**src/rtl/issue_hazard_ctrl_pkg.sv**
```systemverilog
// issue_hazard_ctrl_pkg: shared definitions for the dual-issue forwarding/hazard controller.
//   - forward-select codes consumed by the Execute operand muxes
//   - controller FSM state encoding
//   - shadow pipeline entry {wr, rd, ld} and the operand/entry match helper
package issue_hazard_ctrl_pkg;

    localparam int XREG_AW = 5;
    localparam int FWD_W   = 3;

    localparam logic [FWD_W-1:0] REG_DATA  = 3'd0;
    localparam logic [FWD_W-1:0] A_FWD_MEM = 3'd1;
    localparam logic [FWD_W-1:0] A_FWD_WB  = 3'd2;
    localparam logic [FWD_W-1:0] B_FWD_MEM = 3'd3;
    localparam logic [FWD_W-1:0] B_FWD_WB  = 3'd4;

    typedef enum logic [1:0] {RUN, LU_STALL, SPLIT, SPLIT_LU} state_t;

    typedef struct packed {
        logic               wr;
        logic [XREG_AW-1:0] rd;
        logic               ld;
    } shadow_t;

    // Operand hits an entry; with need_ld set the entry must also hold a load result.
    function automatic logic hit(input shadow_t e, input logic [XREG_AW-1:0] addr,
                                 input logic active, input logic need_ld);
        return active && addr != '0 && e.wr && e.rd == addr && (e.ld || !need_ld);
    endfunction

endpackage

```
**src/rtl/issue_hazard_ctrl_fwd_select.sv**
```systemverilog
// issue_hazard_ctrl_fwd_select: priority comparator for one source operand against the
// four shadow entries (youngest producer wins: B_MEM > A_MEM > B_WB > A_WB).
//   i_addr, i_active                     operand register and whether it is read
//   i_mem_a, i_mem_b, i_wb_a, i_wb_b     shadow entries
//   o_sel                                forward-mux select
//   o_ld                                 operand depends on a load still in MEM
module issue_hazard_ctrl_fwd_select
    import issue_hazard_ctrl_pkg::*;
(
    input  logic [XREG_AW-1:0] i_addr,
    input  logic               i_active,
    input  shadow_t            i_mem_a,
    input  shadow_t            i_mem_b,
    input  shadow_t            i_wb_a,
    input  shadow_t            i_wb_b,
    output logic [FWD_W-1:0]   o_sel,
    output logic               o_ld
);
    logic w_mem_a, w_mem_b, w_wb_a, w_wb_b;

    assign w_mem_a = hit(i_mem_a, i_addr, i_active, 1'b0);
    assign w_mem_b = hit(i_mem_b, i_addr, i_active, 1'b0);
    assign w_wb_a  = hit(i_wb_a,  i_addr, i_active, 1'b0);
    assign w_wb_b  = hit(i_wb_b,  i_addr, i_active, 1'b0);
    assign o_sel   = w_mem_b ? B_FWD_MEM : w_mem_a ? A_FWD_MEM :
                     w_wb_b  ? B_FWD_WB  : w_wb_a  ? A_FWD_WB  : REG_DATA;
    assign o_ld    = hit(i_mem_a, i_addr, i_active, 1'b1) | hit(i_mem_b, i_addr, i_active, 1'b1) |
                     hit(i_wb_a, '0, 1'b0, 1'b1) | hit(i_wb_b, '0, 1'b0, 1'b1);

endmodule

```
**src/rtl/issue_hazard_ctrl.sv**
```systemverilog
// issue_hazard_ctrl: forwarding and hazard controller for the dual-issue Execute stage
// (slot A older, slot B younger).
//   clk, rst                          clock, synchronous active-high reset
//   i_ia_* / i_ib_*                   EX slot: valid, sources, destination, write/load flags
//   i_redirect_a / i_redirect_b       taken branch/jump resolved in that slot
//   o_{a,b}_forward_mux_src{1,2}      forward selects
//   o_stall                           hold PC, IF/ID, ID/EX
//   o_a_flush / o_b_flush             bubble the slot's EX/MEM entry
//   o_front_flush                     kill IF/ID and ID/EX
//   o_split_active                    controller in SPLIT or SPLIT_LU
module issue_hazard_ctrl
    import issue_hazard_ctrl_pkg::*;
(
    input  logic               clk,
    input  logic               rst,
    input  logic               i_ia_valid,
    input  logic               i_ib_valid,
    input  logic [XREG_AW-1:0] i_ia_rs1_addr,
    input  logic [XREG_AW-1:0] i_ia_rs2_addr,
    input  logic [XREG_AW-1:0] i_ib_rs1_addr,
    input  logic [XREG_AW-1:0] i_ib_rs2_addr,
    input  logic               i_ia_rs1_active,
    input  logic               i_ia_rs2_active,
    input  logic               i_ib_rs1_active,
    input  logic               i_ib_rs2_active,
    input  logic [XREG_AW-1:0] i_ia_rd_addr,
    input  logic [XREG_AW-1:0] i_ib_rd_addr,
    input  logic               i_ia_reg_write,
    input  logic               i_ib_reg_write,
    input  logic               i_ia_mem_read,
    input  logic               i_ib_mem_read,
    input  logic               i_redirect_a,
    input  logic               i_redirect_b,
    output logic [FWD_W-1:0]   o_a_forward_mux_src1,
    output logic [FWD_W-1:0]   o_a_forward_mux_src2,
    output logic [FWD_W-1:0]   o_b_forward_mux_src1,
    output logic [FWD_W-1:0]   o_b_forward_mux_src2,
    output logic               o_stall,
    output logic               o_a_flush,
    output logic               o_b_flush,
    output logic               o_front_flush,
    output logic               o_split_active
);
    state_t             r_state, w_next;
    shadow_t            r_mem_a, r_mem_b, r_wb_a, r_wb_b;
    shadow_t            w_ia_ent;
    logic [XREG_AW-1:0] w_addr [4];
    logic [3:0]         w_act, w_ld;
    logic [FWD_W-1:0]   w_sel [4];
    logic               w_lu, w_b_lu, w_intra;

    assign w_addr = '{i_ia_rs1_addr, i_ia_rs2_addr, i_ib_rs1_addr, i_ib_rs2_addr};
    assign w_act  = {i_ib_rs2_active, i_ib_rs1_active, i_ia_rs2_active, i_ia_rs1_active};

    for (genvar g = 0; g < 4; g++) begin : g_op
        issue_hazard_ctrl_fwd_select u_fwd (
            .i_addr   (w_addr[g]),
            .i_active (w_act[g]),
            .i_mem_a  (r_mem_a),
            .i_mem_b  (r_mem_b),
            .i_wb_a   (r_wb_a),
            .i_wb_b   (r_wb_b),
            .o_sel    (w_sel[g]),
            .o_ld     (w_ld[g])
        );
    end

    // In SPLIT the B half of MEM is always a bubble, so a B load hit can only be on A's load.
    assign w_lu     = |w_ld;
    assign w_b_lu   = w_ld[2] | w_ld[3];
    assign w_ia_ent = '{wr: i_ia_valid & i_ia_reg_write, rd: i_ia_rd_addr, ld: i_ia_mem_read};
    assign w_intra  = hit(w_ia_ent, i_ib_rs1_addr, i_ib_rs1_active, 1'b0) |
                      hit(w_ia_ent, i_ib_rs2_addr, i_ib_rs2_active, 1'b0);

    assign o_a_forward_mux_src1 = rst ? REG_DATA : w_sel[0];
    assign o_a_forward_mux_src2 = rst ? REG_DATA : w_sel[1];
    assign o_b_forward_mux_src1 = rst ? REG_DATA : w_sel[2];
    assign o_b_forward_mux_src2 = rst ? REG_DATA : w_sel[3];
    assign o_split_active       = ~rst & (r_state == SPLIT || r_state == SPLIT_LU);

    always_comb begin
        w_next        = RUN;
        o_stall       = 1'b0;
        o_a_flush     = 1'b0;
        o_b_flush     = 1'b0;
        o_front_flush = 1'b0;
        if (rst) begin
            o_a_flush = 1'b1;
            o_b_flush = 1'b1;
        end else if (i_redirect_a) begin
            o_front_flush = 1'b1;
            o_b_flush     = 1'b1;
        end else if (i_redirect_b) begin
            o_front_flush = 1'b1;
            o_a_flush     = r_state == SPLIT;
        end else begin
            case (r_state)
                RUN, LU_STALL: begin
                    // The load that caused LU_STALL is now in WB, so only RUN can raise load-use.
                    if (r_state == RUN && w_lu) begin
                        {o_stall, o_a_flush, o_b_flush} = 3'b111;
                        w_next = LU_STALL;
                    end else if (w_intra) begin
                        {o_stall, o_b_flush} = 2'b11;
                        w_next = SPLIT;
                    end
                end
                SPLIT: begin
                    o_a_flush = 1'b1;
                    if (w_b_lu) begin
                        {o_stall, o_b_flush} = 2'b11;
                        w_next = SPLIT_LU;
                    end
                end
                default: o_a_flush = 1'b1;
            endcase
        end
    end

    always_ff @(posedge clk) begin
        if (rst) begin
            r_state <= RUN;
            r_mem_a <= '0;
            r_mem_b <= '0;
            r_wb_a  <= '0;
            r_wb_b  <= '0;
        end else begin
            r_state <= w_next;
            r_mem_a <= '{wr: i_ia_reg_write & i_ia_valid & ~o_a_flush, rd: i_ia_rd_addr, ld: i_ia_mem_read};
            r_mem_b <= '{wr: i_ib_reg_write & i_ib_valid & ~o_b_flush, rd: i_ib_rd_addr, ld: i_ib_mem_read};
            r_wb_a  <= r_mem_a;
            r_wb_b  <= r_mem_b;
        end
    end

endmodule

```
**config.mk**
```make
export PLATFORM = sky130hd
export DESIGN_NAME = issue_hazard_ctrl
export DESIGN_NICKNAME = d
export VERILOG_FILES = /design/src/rtl/issue_hazard_ctrl_pkg.sv /design/src/rtl/issue_hazard_ctrl_fwd_select.sv /design/src/rtl/issue_hazard_ctrl.sv
export SDC_FILE = /design/constraint.sdc
export NUM_CORES = 1
export LEC_CHECK = 0
export ABC_AREA = 1
export CAP_MARGIN = 20
export CORE_MARGIN = 1
export CORE_UTILIZATION = 30
export CTS_BUF_LIST = sky130_fd_sc_hd__clkbuf_2
export DETAILED_ROUTE_END_ITERATION = 12
export PLACE_DENSITY_LB_ADDON = 0.12
export SYNTH_ARGS = -nofsm -noshare
export SYNTH_HDL_FRONTEND = slang
export SYNTH_SLANG_ARGS = --single-unit
```
**constraint.sdc**
```tcl
create_clock -name clk -period 1.92 [get_ports clk]
set_input_delay 0.288 -clock clk [delete_from_list [all_inputs] [get_ports clk]]
set_output_delay 0.288 -clock clk [all_outputs]
set_load 0.05 [all_outputs]
```
# Word-level counts from Yosys, hierarchy flattened
# Index checks and enable logic that the tools add are counted.
[totals]
elab_cells = 145
output_inout_bits = 17
regBits = 28
[op_classes]
bitwise_logic = 14
n_reduce_logical = 58
muxes = 41
eq_ne = 21
[ops]
columns = ["cell", "count"]
rows = [
  ["5-bit == test", 18],
  ["1-bit logical AND", 49],
  ["3-bit 2-to-1 mux", 16],
  ["5-bit nonzero test", 4],
  ["1-bit 2-to-1 mux", 16],
  ["2-bit 2-to-1 mux", 7],
  ["1-bit OR", 6],
  ["1-bit bitwise AND", 5],
  ["2-bit == test (second input constant)", 2],
  ["2-bit case mux with 2 select lines", 1],
  ["4-bit OR reduction", 1],
  ["1-bit inverter", 3],
  ["3-bit OR reduction", 1],
  ["2-bit by 1-bit == test with 1-bit output (second input constant)", 1],
  ["2-bit logical NOT", 1],
  ["1-bit case mux with 2 select lines", 1],
  ["2-bit OR reduction", 1],
  ["1-bit logical OR", 1],
]

# Longest topological paths before layout
# Gate-level depths: netlist of the first run.
[logic_depth]
depth_word = 15
ltp_mapped = 16
mapped_depth_nobuf = 15

# Modules after synthesis
# A second synthesis of the first run with hierarchy kept.
[hier_totals]
cells_unflattened = 663
hier_area_um2 = 3369.5
[modules_own_cells]
columns = ["mod", "instances", "cells_per_inst", "area_each_um2", "seq_area_each_um2"]
rows = [
  ["issue_hazard_ctrl_fwd_select", 4, 119, 525.5, 0.0],
  ["issue_hazard_ctrl", 1, 187, 1267.5, 600.6],
]

# Worst setup path before layout of the first run
# OpenSTA, ideal clock, no wires.
[synth_path]
kind = "input to output"
start = "in i_ia_rs2_addr[4]"
end = "out o_a_forward_mux_src2[2]"
t_required_ps = 1632
setup_slack_ps = -335
path_stages = 5
n_path_buf = 1
arrival_time_ps = 1967
path_cell_list = "clkbuf_2 -> xor2_1 -> nor4_1 -> nand3_1 -> nor3_1"
[synth_via]
elab_chain_len = 8
[synth_lines]
columns = ["element", "line", "rtl"]
rows = [
  ["start, declared", "issue_hazard_ctrl.sv:19", "input logic [XREG_AW-1:0] i_ia_rs2_addr,"],
  ["5-bit nonzero test", "issue_hazard_ctrl_pkg.sv:27", "return active && addr != '0 && e.wr && e.rd == addr && (e.ld || !need_ld);"],
  ["1-bit logical AND (3 in a row)", "issue_hazard_ctrl_pkg.sv:27", ""],
  ["3-bit 2-to-1 mux", "issue_hazard_ctrl_fwd_select.sv:26", "w_wb_b ? B_FWD_WB : w_wb_a ? A_FWD_WB : REG_DATA;"],
  ["3-bit 2-to-1 mux", "issue_hazard_ctrl_fwd_select.sv:25", "assign o_sel = w_mem_b ? B_FWD_MEM : w_mem_a ? A_FWD_MEM :"],
  ["3-bit 2-to-1 mux (*)", "issue_hazard_ctrl_fwd_select.sv:25", ""],
  ["3-bit 2-to-1 mux (*)", "issue_hazard_ctrl.sv:76", "assign o_a_forward_mux_src2 = rst ? REG_DATA : w_sel[1];"],
  ["end, declared", "issue_hazard_ctrl.sv:35", "output logic [FWD_W-1:0] o_a_forward_mux_src2,"],
]
# Every way passes the cells marked *; elsewhere a longest branch is shown, timed or not.

# Final worst setup path of the first run
[layout_path]
start = "reg r_mem_a[3] (netlist name)"
end = "out o_stall"
[layout_via]
elab_chain_len = 11
[layout_lines]
columns = ["element", "line", "rtl"]
rows = [
  ["start, declared", "issue_hazard_ctrl.sv:45", "shadow_t r_mem_a, r_mem_b, r_wb_a, r_wb_b;"],
  ["start signal, assigned", "issue_hazard_ctrl.sv:129", "r_mem_a <= '{wr: i_ia_reg_write & i_ia_valid & ~o_a_flush, rd: i_ia_rd_addr, ld: i_ia_mem_read};"],
  ["5-bit == test", "issue_hazard_ctrl_pkg.sv:27", ""],
  ["1-bit logical AND (2 in a row)", "issue_hazard_ctrl_pkg.sv:27", ""],
  ["1-bit OR", "issue_hazard_ctrl_fwd_select.sv:27", "assign o_ld = hit(i_mem_a, i_addr, i_active, 1'b1) | hit(i_mem_b, i_addr, i_active, 1'b1) |"],
  ["4-bit OR reduction", "issue_hazard_ctrl.sv:69", "assign w_lu = |w_ld;"],
  ["1-bit logical AND", "issue_hazard_ctrl.sv:100", "if (r_state == RUN && w_lu) begin"],
  ["1-bit 2-to-1 mux", "issue_hazard_ctrl.sv:100", ""],
  ["1-bit case mux with 2 select lines (*)", "issue_hazard_ctrl.sv:97", "case (r_state)"],
  ["1-bit 2-to-1 mux (*)", "issue_hazard_ctrl.sv:93", "end else if (i_redirect_b) begin"],
  ["1-bit 2-to-1 mux (*)", "issue_hazard_ctrl.sv:90", "end else if (i_redirect_a) begin"],
  ["1-bit 2-to-1 mux (*)", "issue_hazard_ctrl.sv:87", "if (rst) begin"],
  ["end, declared", "issue_hazard_ctrl.sv:38", "output logic o_stall,"],
]
# Marked as above.

==> results of run 1 <==
==> area by class of cell <==
class | instances | area (um2) | share of cell area, %
Multi-Input combinational cell | 310 | 1933 | 43.51
Sequential cell | 28 | 611.8 | 13.77
Tap cell | 102 | 127.6 | 2.872
Inverter | 57 | 219.0 | 4.928
Clock inverter | 1 | 3.754 | 0.08448
Timing Repair Buffer | 156 | 1533 | 34.50
Clock buffer | 3 | 15.01 | 0.3379
==> what timing repair did <==
item | in CTS | in global routing
setup endpoints to repair | 16 | 16
resized for setup | 104 | 47
setup buffers | 10 | 9
pin swaps | 32 | 38
gates cloned | 0 | 0
==> cells in the mapped netlist (8+ instances only) <==
cell type,count
sky130_fd_sc_hd__nand2_1,101
sky130_fd_sc_hd__nor2_1,63
sky130_fd_sc_hd__inv_1,42
sky130_fd_sc_hd__dfxtp_1,28
sky130_fd_sc_hd__a21oi_1,26
sky130_fd_sc_hd__nand3_1,26
sky130_fd_sc_hd__xor2_1,23
sky130_fd_sc_hd__inv_2,15
sky130_fd_sc_hd__nand4_1,15
sky130_fd_sc_hd__nor3_1,10
sky130_fd_sc_hd__o22ai_1,8
sky130_fd_sc_hd__xnor2_1,8
==> worst min-delay path by stage <==
stage | endpoint | slack (ns) | startpoint | cells past startpoint
after detailed placement | r_state[1]$_SDFF_PP0_ | 0.53 | r_state[0]$_SDFF_PP0_ | 3
after global placement | r_state[1]$_SDFF_PP0_ | 0.52 | r_state[0]$_SDFF_PP0_ | 3
after floorplan | r_mem_a[0]$_SDFF_PP0_ | 0.39 | i_ia_mem_read | 2
final | r_mem_b[4]$_SDFF_PP0_ | 0.35 | i_ib_rd_addr[3] | 3
after global routing | r_mem_b[3]$_SDFF_PP0_ | 0.32 | i_ib_rd_addr[2] | 3
after CTS | r_mem_b[3]$_SDFF_PP0_ | 0.33 | i_ib_rd_addr[2] | 3
==> layout by cell type, fill, tap and decap left out, types with 2 or more instances in the layout <==
| cell type | netlist | routed |
|---|---|---|
| sky130_fd_sc_hd__nor3_4 | 0 | 3 |
| sky130_fd_sc_hd__dfxtp_4 | 0 | 11 |
| sky130_fd_sc_hd__o22ai_1 | 8 | 5 |
| sky130_fd_sc_hd__nand2_2 | 3 | 8 |
| sky130_fd_sc_hd__xor2_2 | 0 | 2 |
| sky130_fd_sc_hd__nand3_4 | 0 | 5 |
| sky130_fd_sc_hd__xor2_1 | 23 | 21 |
| sky130_fd_sc_hd__nand2_1 | 101 | 92 |
| sky130_fd_sc_hd__nor2_1 | 63 | 50 |
| sky130_fd_sc_hd__dfxtp_2 | 0 | 8 |
| sky130_fd_sc_hd__clkbuf_2 | 1 | 3 |
| sky130_fd_sc_hd__nand3_1 | 26 | 15 |
| sky130_fd_sc_hd__o221ai_1 | 3 | 3 |
| sky130_fd_sc_hd__dfxtp_1 | 28 | 9 |
| sky130_fd_sc_hd__inv_4 | 0 | 2 |
| sky130_fd_sc_hd__buf_4 | 4 | 82 |
| sky130_fd_sc_hd__nand4_1 | 15 | 15 |
| sky130_fd_sc_hd__o21ai_1 | 6 | 8 |
| sky130_fd_sc_hd__xnor2_1 | 8 | 8 |
| sky130_fd_sc_hd__inv_1 | 42 | 33 |
| sky130_fd_sc_hd__a21oi_1 | 26 | 12 |
| sky130_fd_sc_hd__o21ai_0 | 5 | 2 |
| sky130_fd_sc_hd__buf_12 | 0 | 17 |
| sky130_fd_sc_hd__buf_6 | 3 | 13 |
| sky130_fd_sc_hd__nor2_2 | 3 | 14 |
| sky130_fd_sc_hd__nor2_4 | 0 | 2 |
| sky130_fd_sc_hd__o211ai_1 | 3 | 3 |
| sky130_fd_sc_hd__clkdlybuf4s50_1 | 0 | 23 |
| sky130_fd_sc_hd__dlygate4sd2_1 | 0 | 20 |
| sky130_fd_sc_hd__inv_2 | 15 | 22 |
| sky130_fd_sc_hd__a21oi_4 | 0 | 6 |
| sky130_fd_sc_hd__o22ai_4 | 0 | 2 |
| sky130_fd_sc_hd__nand2_4 | 0 | 4 |
| sky130_fd_sc_hd__nand3_2 | 0 | 6 |
| sky130_fd_sc_hd__a21oi_2 | 0 | 8 |
| sky130_fd_sc_hd__nor3_2 | 0 | 3 |
| sky130_fd_sc_hd__nor3_1 | 10 | 4 |
==> cells by family (layout without fill, tap and decap cells) <==
logic type             Yosys count  after routing  share of synthesized area [%]
AO/OA/AOI/OAI                   57             57                          13.71
XOR/XNOR                        31             31                          11.15
buffers and inverters           77            217                          13.82
flip-flops                      28             28                          23.01
AND/OR/NAND/NOR                222            222                          38.32
==> state kept, by name, indices dropped and copies added (netlist names) <==
name     count
r_mem_a      7
r_wb_a       6
r_state      2
r_wb_b       6
r_mem_b      7
==> routing by layer <==
| layer | vias to the layer above | share of wire [%] | global-route usage, % |
|---|---|---|---|
| met5 | - | 0 | 0 |
| met4 | 0 | 3.8 | 12.11 |
| met3 | 30 | 4.5 | 2.073 |
| met2 | 113 | 49 | 41.54 |
| met1 | 1512 | 43 | 29.31 |
| li1 | 1608 | - | - |
==> critical path, delay by kind of cell, from the launching register on <==
family	cells	cell delay, ns
and+or+nand+nor	9	0.84
DFF	1	0.45
buffers and inverters	2	0.26
xor gates and xnor gates	1	0.13
==> per-stage QoR <==
step | instances | TNS, ns | area, um2
after floorplan | 415 | 0 | 2486
after global placement | 644 | -6.754 | 3928
after detailed placement | 644 | -6.931 | 3928
after CTS | 655 | -4.880 | 4250
after global routing | 657 | -6.141 | 4443
final | 657 | -4.292 | 4443
==> report_power, final <==
part | switching (mW) | total [mW] | internal, mW
logic | 0.334 | 0.650 | 0.316
registers | 0.0413 | 0.644 | 0.602
clock network | 0.201 | 0.246 | 0.0452
==> impl_metrics.sql, run 1 <==
INSERT INTO impl_metrics (metric_group, metric, value, unit) VALUES
('setup_path', 'timing.critical_path.fanout_max', '4', ''),
('synth', 'mappedNetlistNets', '459', ''),
('timing', 'hold_viol', '0', ''),
('drt', 'vias_per_cell', '4.967', ''),
('synth', 'synth_top_cell_area_share', '23.01', '%'),
('timing', 'drv_slew', '0', ''),
('synth', 'syn-instance-count', '415', ''),
('synth', 'synth_warnings', '0', ''),
('drt', 'routed-via-count', '3263', ''),
('setup_path', 'crit_type', 'reg2out', ''),
('global_route', 'grt_pass1_vias', '3235', ''),
('timing', 'rsz0062_at_grt', 'yes', ''),
('synth', 'syn_area_per_cell', '5.870', 'um2'),
('drt', 'antenna_violating_nets_post_route', '0', ''),
('die', 'boundaryPins', '61', ''),
('timing', 'timing.max_slew.rel_slack', '76.01', '%'),
('setup_path', 'worst_ep_required_time', '1.63', 'ns'),
('synth', 'ys_dominant_reg_cell', 'sky130_fd_sc_hd__dfxtp_1', ''),
('die', 'die-area', '8484', 'um2'),
('die', 'fp.dieW', '92.11', 'um'),
('cells_and_area', 'postLayoutCoreUtil', '56.91', '%'),
('drt', 'post_drt_wl_per_cell', '15.10', 'um'),
('synth', 'largest_cells_by_area_after_synthesis', 'sky130_fd_sc_hd__dfxtp_1, sky130_fd_sc_hd__nand2_1, sky130_fd_sc_hd__nor2_1', ''),
('timing', 'final_period_minus_worst_setup_slack', '2.364', 'ns'),
('drt', 'wirelength', '9919', 'um'),
('placed_design', 'place.port_buffers', '60', ''),
('cells_and_area', 'synthToLayoutAreaGrowth', '82.38', '%'),
('timing', 'setup_viol', '15', ''),
('clock_network', 'worst_setup_hold_path_clk_slew', '0.30', 'ns'),
('cells_and_area', 'fillerInstances', '777', ''),
('timing', 'min_period_over_period', '123.1', '%'),
('global_route', 'grt_start_max_net_pins', '29', ''),
('hold_path', 'worst_hold_path_type', 'in2reg', ''),
('placed_design', 'final_weighted_congestion_in_routability_driven_placement', '0.9453', ''),
('status', 'failed_checks', 'negative setup slack', ''),
('cells_and_area', 'layout-drive-gt1-share', '40.90', '%'),
('setup_path', 'r2r_setup_slack', '0.19', 'ns'),
('global_route', 'globalRouteTotalUtil', '23.92', '%'),
('synth', 'mappedNetlistArea', '2436', 'um2'),
('cells_and_area', 'final_nets', '600', ''),
('clock_network', 'tritoncts_num_sinks', '28', ''),
('timing', 'max_freq', '423.0', 'MHz'),
('setup_path', 'crit_path_cell_trace', 'buf_6, xor2_1, nor2_1, nand4_1, nand2_1, nor2_1, nand2_1, nand2_2, nand3_2, nand2_4, nor2_4, buf_12', ''),
('setup_path', 'timing.critical_path.arrival', '2.08', 'ns'),
('clock_network', 'h-tree-depth', '1', ''),
('drt', 'route.detailed.drc', '0', ''),
('clock_network', 'cts_tree', 'yes', ''),
('synth', 'synth_area_leader_cell', 'sky130_fd_sc_hd__dfxtp_1', ''),
('setup_path', 'element_type_at_the_critical_path_start', 'flop', ''),
('setup_path', 'rr_worst_depth', '13', ''),
('die', 'rows', '32', ''),
('global_route', 'gr-total-overflow', '0', ''),
('timing', 'post-route-worst-setup-slack', '-0.4440', 'ns'),
('placed_design', 'pre_cts_ws', '-0.5388', 'ns'),
('clock_network', 'worst_skew_pair.late_latency', '0.39', 'ns'),
('setup_path', 'cpMaxStageDelayCell', 'sky130_fd_sc_hd__dfxtp_4', ''),
('clock_network', 'cts_hold_buffers', '0', ''),
('synth', 'synth_seq_cells', '28', ''),
('drt', 'detailedRoute.firstIterationViolations', '191', ''),
('die', 'fp.coreArea', '7807', 'um2'),
('status', 'run_status', 'finished, violations left', ''),
('flow_run', 'maxCapViolations', '0', ''),
('setup_path', 'endpoint', 'o_stall', ''),
('global_route', 'wire_length_of_the_first_global_routing_pass', '15640', 'um'),
('setup_path', 'worst_r2r_startpoint', 'r_mem_a[4]$_SDFF_PP0_', ''),
('global_route', 'initial_antenna_violation_count', '0', ''),
('drt', 'detail_route.first_pass.iterations', '4', ''),
('setup_path', 'critPathMaxStageDelay', '0.45', 'ns'),
('placed_design', 'place.detailed.hpwl', '7646', 'um'),
('synth', 'synth.yosys.seq_area_share', '23.01', '%'),
('setup_path', 'crit-reg2reg-capture', 'r_mem_b[6]$_SDFF_PP0_', '');
No activity file was read; power rests on OpenSTA's default activity.
==> run 2, diff against run 1 <==
--- a/config.mk
+++ b/config.mk
@@ -11,6 +11,7 @@
 export CORE_UTILIZATION = 30
 export CTS_BUF_LIST = sky130_fd_sc_hd__clkbuf_2
 export DETAILED_ROUTE_END_ITERATION = 12
+export DONT_BUFFER_PORTS = 1
 export PLACE_DENSITY_LB_ADDON = 0.12
 export SYNTH_ARGS = -nofsm -noshare
 export SYNTH_HDL_FRONTEND = slang
==> impl_metrics.sql, run 2 (same netlist as run 1, synthesis figures left out) <==
INSERT INTO impl_metrics (metric_group, metric, value, unit) VALUES
('drt', 'post_drt_wl_per_cell', '16.64', 'um'),
('die', 'rows', '32', ''),
('clock_network', 'worst_skew_pair.late_latency', '0.42', 'ns'),
('setup_path', 'worst_ep_required_time', '1.63', 'ns'),
('drt', 'wirelength', '9604', 'um'),
('cells_and_area', 'layout-drive-gt1-share', '36.42', '%'),
('global_route', 'wire_length_of_the_first_global_routing_pass', '14940', 'um'),
('die', 'die-area', '8484', 'um2'),
('hold_path', 'min_path_cells', '2', ''),
('placed_design', 'place.detailed.hpwl', '7176', 'um'),
('drt', 'route.detailed.drc', '0', ''),
('die', 'fp.dieW', '92.11', 'um'),
('cells_and_area', 'layout_top_registers', 'r_mem_a x7, r_mem_b x7', ''),
('power_and_ir_drop', 'p_int', '0.9910', 'mW'),
('timing', 'drv_slew', '0', ''),
('setup_path', 'crit_type', 'reg2out', ''),
('drt', 'detailedRoute.firstIterationViolations', '163', ''),
('setup_path', 'critical_path.most_common_cell', 'sky130_fd_sc_hd__nand2_1', ''),
('setup_path', 'timing.critical_path.arrival', '2.08', 'ns'),
('cells_and_area', 'multi_input_comb_area', '1846', 'um2'),
('timing', 'post-route-worst-setup-slack', '-0.4439', 'ns'),
('power_and_ir_drop', 'power_frac_comb', '30.5', '%'),
('placed_design', 'pre_cts_ws', '-0.1893', 'ns'),
('clock_network', 'cts_max_path_buffers', '2', ''),
('power_and_ir_drop', 'design_power_total', '1.484', 'mW'),
('power_and_ir_drop', 'net-switching-power', '0.4933', 'mW'),
('clock_network', 'cts_tree', 'yes', ''),
('global_route', 'grt_pass1_vias', '2930', ''),
('status', 'failed_checks', 'negative hold slack, negative setup slack', ''),
('timing', 'hold_viol', '1', ''),
('die', 'boundaryPins', '61', ''),
('cells_and_area', 'final_cell_mix', 'sky130_fd_sc_hd__nand2_1, sky130_fd_sc_hd__nor2_1, sky130_fd_sc_hd__buf_4', ''),
('setup_path', 'timing.critical_path.fanout_max', '6', ''),
('power_and_ir_drop', 'switching_share', '33.24', '%'),
('drt', 'routed-via-count', '2963', ''),
('clock_network', 'tritoncts.num_buffers', '3', ''),
('timing', 'totalNegativeSetupSlack', '-4.218', 'ns'),
('timing', 'hold-worst-slack', '-0.0003928', 'ns'),
('status', 'run_status', 'finished, violations left', ''),
('placed_design', 'place_inst', '538', ''),
('setup_path', 'element_type_at_the_critical_path_start', 'flop', ''),
('timing', 'rsz0062_at_grt', 'yes', ''),
('timing', 'max_freq', '423.0', 'MHz'),
('global_route', 'grt_start_max_net_pins', '25', ''),
('die', 'die_h', '92.11', 'um'),
('global_route', 'gr-total-overflow', '0', ''),
('setup_path', 'crit_path_cell_trace', 'buf_6, a21oi_2, nand2_1, nor2_1, nand4_1, nand2_1, nor2_2, nand2_1, nand2_2, nand3_2, nand2_2, nor2_4, buf_12', ''),
('cells_and_area', 'postLayoutCoreUtil', '46.54', '%'),
('drt', 'vias_per_cell', '5.135', ''),
('cells_and_area', 'final-instance-count-excl-fill', '577', ''),
('placed_design', 'final_weighted_congestion_in_routability_driven_placement', '0.9229', ''),
('placed_design', 'placement.cell_area', '2899', 'um2'),
('drt', 'antenna_violating_nets_post_route', '0', ''),
('cells_and_area', 'diodes', '0', ''),
('cells_and_area', 'synthToLayoutAreaGrowth', '49.15', '%'),
('setup_path', 'rr_worst_depth', '12', ''),
('drt', 'detail_route.first_pass.iterations', '4', ''),
('setup_path', 'cpMaxStageDelayCell', 'sky130_fd_sc_hd__dfxtp_4', ''),
('clock_network', 'h-tree-depth', '1', ''),
('clock_network', 'tritoncts_num_sinks', '28', ''),
('setup_path', 'critPathMaxStageDelay', '0.46', 'ns'),
('die', 'start_util', '31.20', '%'),
('placed_design', 'place.port_buffers', '0', ''),
('cells_and_area', 'final_std_cell_area_no_fill', '3633', 'um2'),
('clock_network', 'worst_setup_hold_path_clk_slew', '0.35', 'ns'),
('timing', 'timing.max_slew.rel_slack', '65.31', '%'),
('cells_and_area', 'final_nets', '520', ''),
('timing', 'final_period_minus_worst_setup_slack', '2.364', 'ns'),
('flow_run', 'maxCapViolations', '0', ''),
('timing', 'timing_worst_slew_pin_value', '0.5187', 'ns'),
('hold_path', 'worst_hold_path_type', 'in2reg', ''),
('power_and_ir_drop', 'clockPowerShare', '26.0', '%'),
('global_route', 'initial_antenna_violation_count', '0', ''),
('cells_and_area', 'fillerInstances', '853', ''),
('power_and_ir_drop', 'leakage', '1.630', 'nW'),
('timing', 'setup_viol', '15', ''),
('power_and_ir_drop', 'total_power_density_per_cell_area', '408.5', 'nW/um2'),
('power_and_ir_drop', 'power.sequential.fraction', '43.5', '%'),
('timing', 'timing.clock.skew', '0.05463', 'ns'),
('setup_path', 'worstSetupEndpointType', 'output port', ''),
('timing', 'min_period_over_period', '123.1', '%'),
('die', 'fp.coreArea', '7807', 'um2'),
('cells_and_area', 'layout.cells.most_common', 'sky130_fd_sc_hd__nand2_1', ''),
('cells_and_area', 'area.sequential', '608.1', 'um2'),
('clock_network', 'clock-root-buffer', 'sky130_fd_sc_hd__clkbuf_2', ''),
('global_route', 'globalRouteTotalUtil', '23.24', '%'),
('power_and_ir_drop', 'peakVddDrop', '0.0003119', 'V');
==> run 2: power groups by stage <==
stage	Sequential [mW]	Combinational, mW	Clock (mW)
4_1_cts	0.641	0.422	0.394
2_1_floorplan	0.637	0.272	0
3_5_place_dp	0.656	0.332	0
6_report	0.646	0.453	0.386
3_3_place_gp	0.656	0.332	0
5_1_grt	0.649	0.498	0.405
==> run 2: worst max-delay path: cells and delay by family, from the launching register on <==
kind            cells  cell delay (ns)
flops               1             0.46
simple gates       10             0.80
buf+inv             2             0.27
compound gates      1             0.14
==> run 2: repair_timing <==
action,in CTS,in global routing
endpoints found under the setup margin,17,18
setup buffers,24,2
resized for setup,71,44
hold buffers,14,0
endpoints found under the hold margin,25,0
pin swaps,31,25
==> run 2: path summary, 6_finish.rpt <==
kind,end,startpoint,slack [ns]
worst min register to register,r_wb_a[3]$_SDFF_PP0_,r_mem_a[3]$_SDFF_PP0_,0.50
worst max-delay path,o_stall,r_mem_b[4]$_SDFF_PP0_,-0.44
worst max register to register,r_wb_b[3]$_SDFF_PP0_,r_mem_b[3]$_SDFF_PP0_,0.10
worst min-delay path,r_mem_a[1]$_SDFF_PP0_,i_ia_rd_addr[0],-0.0004
==> run 2: final cells by class <==
cell class	instances	area share, %
multi-input combinational	310	50.79
clock buffer	3	0.4132
timing repair buffer	76	21.63
clock inverter	1	0.8264
sequential	28	16.74
tap	102	3.512
inverter	57	6.095
==> run 2: metal layers <==
layer / global-route usage (%) / vias up / wire length, um
met5: 0 / - / 0
met4: 7.422 / 0 / 142
met3: 3.483 / 12 / 584
met2: 38.50 / 96 / 4605
met1: 30.77 / 1401 / 4272
li1: - / 1454 / -
